===== config.mk =====
export PLATFORM = sky130hd
export DESIGN_NAME = fifo_stream_adapter_flat
export DESIGN_NICKNAME = d
export VERILOG_FILES = /design/src/rtl/fifo_stream_adapter_pkg.sv /design/src/rtl/fifo_stream_adapter_if.sv /design/src/rtl/fifo_stream_adapter_skid_buffer.sv /design/src/rtl/fifo_stream_adapter.sv /design/src/flat_wrapper.sv
export SDC_FILE = /design/constraint.sdc
export NUM_CORES = 1
export LEC_CHECK = 0
export BUFFER_PORTS_ARGS = -buffer_cell sky130_fd_sc_hd__buf_2
export CORE_UTILIZATION = 35
export CTS_BUF_LIST = sky130_fd_sc_hd__clkbuf_8
export CTS_CLUSTER_DIAMETER = 100
export CTS_CLUSTER_SIZE = 24
export DETAILED_ROUTE_END_ITERATION = 8
export GPL_TIMING_DRIVEN = 0
export PLACE_DENSITY = 0.58
export SKIP_CTS_REPAIR_TIMING = 1
export SLEW_MARGIN = 15
export SYNTH_ARGS = -nofsm -noshare
export SYNTH_HDL_FRONTEND = slang
export SYNTH_SLANG_ARGS = --single-unit
export TNS_END_PERCENT = 30

===== constraint.sdc =====
create_clock -name clock -period 3.65 [get_ports clock]
set_input_delay 0.1825 -clock clock [delete_from_list [all_inputs] [get_ports clock]]
set_output_delay 0.1825 -clock clock [all_outputs]
set_load 0.03 [all_outputs]

===== src/rtl/fifo_stream_adapter_pkg.sv =====
// Shared types for fifo_stream_adapter: skid-buffer occupancy and burst FSM states.
// Burst support is enabled by defining FIFO_STREAM_ADAPTER_BURST_EN.
package fifo_stream_adapter_pkg;

  typedef enum logic [1:0] {
    EMPTY = 2'd0,
    ONE   = 2'd1,
    TWO   = 2'd2
  } occupancy_t;

  typedef enum logic {
    IDLE  = 1'b0,
    BURST = 1'b1
  } burst_state_t;

endpackage


===== src/rtl/fifo_stream_adapter_if.sv =====
// Bundle of the FIFO read port, output stream and debug state for fifo_stream_adapter.
// Burst ports exist only when FIFO_STREAM_ADAPTER_BURST_EN is defined.
interface fifo_stream_adapter_if #(
  parameter int WIDTH = 8,
  parameter int DEPTH = 4
);
  import fifo_stream_adapter_pkg::*;

  localparam int LW = $clog2(DEPTH) + 1;

  logic             fifo_read_enable;
  logic [WIDTH-1:0] fifo_read_data;
  logic             fifo_empty;
  logic [LW-1:0]    fifo_level;

  // A word transfers on a rising edge where stream_valid && stream_ready; once
  // stream_valid is high it stays high, with stream_data/stream_last frozen, until that transfer.
  logic             stream_valid;
  logic [WIDTH-1:0] stream_data;
  logic             stream_ready;

  occupancy_t       dbg_occupancy;

`ifdef FIFO_STREAM_ADAPTER_BURST_EN
  logic [LW-1:0]    burst_length;
  logic             flush;
  logic             stream_last;
  burst_state_t     dbg_burst_state;

  modport master (
    output fifo_read_enable, input fifo_read_data, input fifo_empty, input fifo_level,
    output stream_valid, output stream_data, input stream_ready,
    input burst_length, input flush, output stream_last,
    output dbg_occupancy, output dbg_burst_state
  );

  modport slave (
    input fifo_read_enable, output fifo_read_data, output fifo_empty, output fifo_level,
    input stream_valid, input stream_data, output stream_ready,
    output burst_length, output flush, input stream_last,
    input dbg_occupancy, input dbg_burst_state
  );
`else
  modport master (
    output fifo_read_enable, input fifo_read_data, input fifo_empty, input fifo_level,
    output stream_valid, output stream_data, input stream_ready,
    output dbg_occupancy
  );

  modport slave (
    input fifo_read_enable, output fifo_read_data, output fifo_empty, output fifo_level,
    input stream_valid, input stream_data, output stream_ready,
    input dbg_occupancy
  );
`endif

endinterface


===== src/rtl/fifo_stream_adapter_skid_buffer.sv =====
// Two-entry registered valid/ready buffer (head + skid); can_accept is registered state only,
// so the upstream pop never depends combinationally on out_ready.
module skid_buffer
  import fifo_stream_adapter_pkg::*;
#(
  parameter int WIDTH = 8
) (
  input  logic             clock,
  input  logic             reset,
  input  logic             push,
  input  logic [WIDTH-1:0] push_data,
  output logic             can_accept,
  output logic             out_valid,
  output logic [WIDTH-1:0] out_data,
  input  logic             out_ready,
  output occupancy_t       occupancy
);

  occupancy_t       occ_q, occ_d;
  logic [WIDTH-1:0] head_q, head_d;
  logic [WIDTH-1:0] skid_q, skid_d;
  logic             take;

  assign take = (occ_q != EMPTY) && out_ready;

  always_comb begin
    occ_d  = occ_q;
    head_d = head_q;
    skid_d = skid_q;
    unique case (occ_q)
      EMPTY: if (push) begin
        occ_d  = ONE;
        head_d = push_data;
      end
      ONE: begin
        if (push && !take) begin
          occ_d  = TWO;
          skid_d = push_data;
        end else if (push && take) begin
          head_d = push_data;
        end else if (take) begin
          occ_d = EMPTY;
        end
      end
      // can_accept is low here, so only a take can happen
      TWO: if (take) begin
        occ_d  = ONE;
        head_d = skid_q;
      end
      default: occ_d = EMPTY;
    endcase
  end

  always_ff @(posedge clock or posedge reset) begin
    if (reset) begin
      occ_q  <= EMPTY;
      head_q <= '0;
      skid_q <= '0;
    end else begin
      occ_q  <= occ_d;
      head_q <= head_d;
      skid_q <= skid_d;
    end
  end

  assign can_accept = (occ_q != TWO);
  assign out_valid  = (occ_q != EMPTY);
  assign out_data   = head_q;
  assign occupancy  = occ_q;

endmodule


===== src/rtl/fifo_stream_adapter.sv =====
// Drains a first-word-fall-through FIFO into a registered valid/ready stream at one word per cycle.
// Define FIFO_STREAM_ADAPTER_BURST_EN for level-gated bursts with stream_last and flush.
module fifo_stream_adapter
  import fifo_stream_adapter_pkg::*;
#(
  parameter int WIDTH = 8,
  parameter int DEPTH = 4
) (
  input logic                  clock,
  input logic                  reset,
  fifo_stream_adapter_if.master bus
);

  localparam int LW = $clog2(DEPTH) + 1;
`ifdef FIFO_STREAM_ADAPTER_BURST_EN
  localparam int BW = WIDTH + 1;
`else
  localparam int BW = WIDTH;
`endif

  logic          can_accept;
  logic          drain_allowed;
  logic          pop;
  logic [BW-1:0] in_word;
  logic [BW-1:0] out_word;

  // Reset gates the pop so the FIFO is never popped while the buffer is held cleared
  assign pop = !reset && !bus.fifo_empty && can_accept && drain_allowed;
  assign bus.fifo_read_enable = pop;

`ifdef FIFO_STREAM_ADAPTER_BURST_EN
  localparam logic [LW-1:0] CNT_ONE = {{(LW-1){1'b0}}, 1'b1};

  burst_state_t  state_q, state_d;
  logic [LW-1:0] cnt_q, cnt_d;
  logic [LW-1:0] eff_len;

  assign eff_len       = (bus.burst_length == '0) ? CNT_ONE : bus.burst_length;
  assign drain_allowed = (state_q == BURST) && (cnt_q != '0);
  assign in_word       = {(state_q == BURST) && (cnt_q == CNT_ONE), bus.fifo_read_data};

  always_comb begin
    state_d = state_q;
    cnt_d   = cnt_q;
    unique case (state_q)
      IDLE: begin
        if (bus.fifo_level >= eff_len) begin
          state_d = BURST;
          cnt_d   = eff_len;
        end else if (bus.flush && !bus.fifo_empty) begin
          state_d = BURST;
          cnt_d   = (bus.fifo_level < eff_len) ? bus.fifo_level : eff_len;
        end
      end
      BURST: begin
        if (pop) cnt_d = cnt_q - 1'b1;
        if (cnt_d == '0) state_d = IDLE;
      end
      default: state_d = IDLE;
    endcase
  end

  always_ff @(posedge clock or posedge reset) begin
    if (reset) begin
      state_q <= IDLE;
      cnt_q   <= '0;
    end else begin
      state_q <= state_d;
      cnt_q   <= cnt_d;
    end
  end

  assign bus.stream_last     = out_word[WIDTH];
  assign bus.dbg_burst_state = state_q;
`else
  logic unused_level;

  assign unused_level  = ^bus.fifo_level;
  assign drain_allowed = 1'b1;
  assign in_word       = bus.fifo_read_data;
`endif

  skid_buffer #(.WIDTH(BW)) u_skid (
    .clock      (clock),
    .reset      (reset),
    .push       (pop),
    .push_data  (in_word),
    .can_accept (can_accept),
    .out_valid  (bus.stream_valid),
    .out_data   (out_word),
    .out_ready  (bus.stream_ready),
    .occupancy  (bus.dbg_occupancy)
  );

  assign bus.stream_data = out_word[WIDTH-1:0];

endmodule


===== src/flat_wrapper.sv =====
// flat-port wrapper written by rule: the top's interface ports become plain ports
module fifo_stream_adapter_flat import fifo_stream_adapter_pkg::*;
#(
  parameter int WIDTH = 8,
  parameter int DEPTH = 4
)
  (clock, reset, bus_fifo_read_enable, bus_fifo_read_data, bus_fifo_empty, bus_fifo_level, bus_stream_valid, bus_stream_data, bus_stream_ready, bus_dbg_occupancy);
  fifo_stream_adapter_if #(.WIDTH(WIDTH), .DEPTH(DEPTH)) bus_i ();
  input logic clock;
  input logic reset;
  output wire logic [$bits(bus_i.fifo_read_enable)-1:0] bus_fifo_read_enable;
  input wire logic [$bits(bus_i.fifo_read_data)-1:0] bus_fifo_read_data;
  input wire logic [$bits(bus_i.fifo_empty)-1:0] bus_fifo_empty;
  input wire logic [$bits(bus_i.fifo_level)-1:0] bus_fifo_level;
  output wire logic [$bits(bus_i.stream_valid)-1:0] bus_stream_valid;
  output wire logic [$bits(bus_i.stream_data)-1:0] bus_stream_data;
  input wire logic [$bits(bus_i.stream_ready)-1:0] bus_stream_ready;
  output wire logic [$bits(bus_i.dbg_occupancy)-1:0] bus_dbg_occupancy;
  assign bus_fifo_read_enable = bus_i.fifo_read_enable;
  assign bus_i.fifo_read_data = bus_fifo_read_data;
  assign bus_i.fifo_empty = bus_fifo_empty;
  assign bus_i.fifo_level = bus_fifo_level;
  assign bus_stream_valid = bus_i.stream_valid;
  assign bus_stream_data = bus_i.stream_data;
  assign bus_i.stream_ready = bus_stream_ready;
  assign bus_dbg_occupancy = bus_i.dbg_occupancy;
  fifo_stream_adapter #(.WIDTH(WIDTH), .DEPTH(DEPTH)) u_core (.clock(clock), .reset(reset), .bus(bus_i));
endmodule

==> impl_metrics.sql <==
INSERT INTO impl_metrics (metric_group, metric, value, unit) VALUES
('final_layout', 'area_delta_synth_final', '24.2', '%'),
('yosys', 'yosysWarningCount', '0', ''),
('timing', 'timing.final.crit_share', '42.9', '%'),
('yosys', 'synth_top_flop_cell', 'sky130_fd_sc_hd__dfrtp_1', ''),
('timing', 'fin_setup_tns', '0', 'ns'),
('placed_design', 'placed_cells', '110', ''),
('route', 'vias', '569', ''),
('global_routing', 'globalRoute.totalOverflow', '0', ''),
('global_routing', 'first_pass_grt_wire_length', '2920', 'um'),
('clock_tree', 'numClockSinks', '18', ''),
('floorplan', 'floorplan.core_area', '2250', 'um2'),
('clock_tree', 'worst_setup_hold_path_clk_slew', '0.07', 'ns'),
('timing', 'timing.final.hold_violations', '0', ''),
('route', 'drt_wl_total', '1730', 'um'),
('floorplan', 'io_pins', '27', ''),
('yosys', 'async_sr_flop_fraction', '100', '%'),
('worst_setup_path', 'worst-endpoint-arrival', '1.71', 'ns'),
('yosys', 'synthDominantAreaCellType', 'sky130_fd_sc_hd__dfrtp_1', ''),
('timing', 'fmax', '0.639', 'GHz'),
('worst_setup_path', 'critical_path.cell_chain', 'nand3b_1, or2_2, o221a_1', ''),
('timing', 'max_slew_margin', '55.0', '%'),
('final_layout', 'filler_cell_count', '241', ''),
('route', 'drc_errors', '0', ''),
('timing', 'timing.clock.skew', '0.000572', 'ns'),
('yosys', 'yosys.cell_count.top_type', 'sky130_fd_sc_hd__dfrtp_1', ''),
('worst_setup_path', 'crit_path_max_fanout', '9', ''),
('worst_setup_path', 'slowest_delay', '0.53', 'ns'),
('floorplan', 'die_span_in_x', '51.2', 'um'),
('yosys', 'postSynthCellCount', '59', ''),
('route', 'firstDrtPassIters', '4', ''),
('yosys', 'synth.distinct_cells', '18', ''),
('placed_design', 'detailedPlacementHpwl', '1150', 'um'),
('final_layout', 'stdcell_count', '114', ''),
('final_layout', 'final_core_util', '46.7', '%'),
('route', 'drt.antenna.violating_nets', '0', ''),
('final_layout', 'nNetsFinal', '102', ''),
('pwr', 'power.static_leakage', '0.000497', 'uW'),
('clock_tree', 'clock_tree_from_tritoncts', 'built', ''),
('floorplan', 'floorplan.die.height', '51.2', 'um'),
('worst_setup_path', 'required', '3.79', 'ns'),
('yosys', 'synth_top_cells_by_area', 'sky130_fd_sc_hd__dfrtp_1 53%, sky130_fd_sc_hd__mux2_4 14%, sky130_fd_sc_hd__o221a_1 11%, sky130_fd_sc_hd__or2_2 6.6%, sky130_fd_sc_hd__o41ai_4 3.2%', ''),
('floorplan', 'die-area', '2620', 'um2'),
('outcome', 'run_status', 'completed', ''),
('job', 'max_capacitance_violation_count', '0', ''),
('timing', 'period_minus_slack', '1.57', 'ns'),
('placed_design', 'gp_congestion', '0.717', ''),
('worst_hold_path', 'worst_hold_path_type', 'input port to asynchronous set/reset pin', ''),
('clock_tree', 'worst_skew_pair.late_latency', '0.25', 'ns'),
('clock_tree', 'cts-buffers-inserted', '3', ''),
('yosys', 'yosys.area.top_type_share', '53.1', '%'),
('route', 'drt_iter0_markers', '6', ''),
('final_layout', 'antennaDiodeCount', '0', ''),
('yosys', 'syn_area', '848', 'um2'),
('yosys', 'post_synth.cell_area_avg', '14.4', 'um2'),
('worst_setup_path', 'timing.critical_path.slowest_stage_cell', 'sky130_fd_sc_hd__dfrtp_1', ''),
('clock_tree', 'cts.path.max_buffers', '2', ''),
('floorplan', 'num_rows', '17', ''),
('pwr', 'power_per_cell_area', '632', 'nW/um2'),
('clock_tree', 'cts-root-buf', 'sky130_fd_sc_hd__clkbuf_8', ''),
('global_routing', 'initial_antenna_violation_count', '0', ''),
('route', 'wire_per_inst', '15.2', 'um'),
('yosys', 'postSynthRegisterBits', '18', ''),
('final_layout', 'final_layout_size_suffix_gt1_share', '57.0', '%'),
('global_routing', 'grt_pass1_vias', '582', ''),
('timing', 'setup_repair_after_global_routing_missed_its_margin', 'false', ''),
('placed_design', 'numPortBuffers', '23', ''),
('route', 'avgViaCountPerCell', '4.99', ''),
('timing', 'report.final.setup_viol', '0', ''),
('pwr', 'irDropWorstVdd', '0.397', 'mV'),
('yosys', 'yosys-top-cells-count', '18 x sky130_fd_sc_hd__dfrtp_1, 9 x sky130_fd_sc_hd__or2_2, 8 x sky130_fd_sc_hd__mux2_4, 8 x sky130_fd_sc_hd__o221a_1', ''),
('timing', 'tightest_slew', '0.675', 'ns');
[state kept, by name, summed over array words and instances (netlist names)]
name and flops:
u_core.u_skid.out_data 8, u_core.u_skid.occupancy 2, u_core.u_skid.skid_q 8
[placed cells by master, fill, tap and decap left out, drive strengths merged]
cell type,instances
a21oi,2
and2,1
buf,24
clkbuf,4
dfrtp,18
inv,1
mux2,8
mux2i,1
nand2,1
nand2b,1
nand3b,2
nor2,1
nor2b,1
nor3,1
o221a,8
o22ai,1
o41ai,1
or2,9
or2b,1
[area by class of cell]
class	count	area [um2]	share of cell area [%]
Sequential cell	18	450	42.8
Multi-Input combinational cell	39	389	36.9
Inverter	1	3.75	0.356
Timing Repair Buffer	23	115	10.9
Tap cell	28	35.0	3.33
Buffer	1	5.00	0.475
Clock buffer	4	55.1	5.23
[worst max-delay path, delay by kind of cell (launching register included)]
| kind | cells | cell delay [ns] |
|---|---|---|
| and+or+nand+nor | 2 | 0.79 |
| DFF | 1 | 0.53 |
| AOI/OAI and AO/OA | 1 | 0.12 |
[routing by layer]
layer  vias to the layer above  GRT usage [%]  wire length, um
met5                         -              0                0
li1                        273              -                -
met3                         2           5.95               88
met1                       281           20.2              836
met2                        13           24.1              793
met4                         0           5.41               14
[final timing paths]
| check | slack, ns | cells after the start | end | startpoint |
|---|---|---|---|---|
| min in group clock | 0.15 | 2 | u_core.u_skid.occupancy[1] | bus_stream_ready |
| max reg2reg | 2.08 | 3 | u_core.u_skid.out_data[7] | u_core.u_skid.occupancy[1] |
| min | 0.07 | 2 | u_core.u_skid.skid_q[1] | reset |
| max | 2.08 | 3 | u_core.u_skid.out_data[7] | u_core.u_skid.occupancy[1] |
| min reg2reg | 0.51 | 1 | u_core.u_skid.skid_q[5] | u_core.u_skid.skid_q[5] |
| max in group asynchronous | 3.15 | 2 | u_core.u_skid.occupancy[1] | reset |
[stage by stage]
step           total power (uW)  instance area, um2
5_1_grt                     702                1050
4_1_cts                     673                1050
2_1_floorplan               447                 848
6_report                    666                1050
3_5_place_dp                505                 998
3_3_place_gp                501                 998
[kinds of logic after synthesis]
group / share of synthesized area, %
DFF: 53.1
and+or+nand+nor: 14.7
AOI/OAI and AO/OA: 15.8
muxes: 15.3
buffers and inverters: 1.03
[where the power goes]
part           total (uW)  leakage [uW]  internal (uW)  switching [uW]
Clock                 163     0.0000288           95.8            67.0
Combinational         207      0.000256           98.6             109
Sequential            296      0.000212            260            35.5
(Power assumes the default switching activity.)
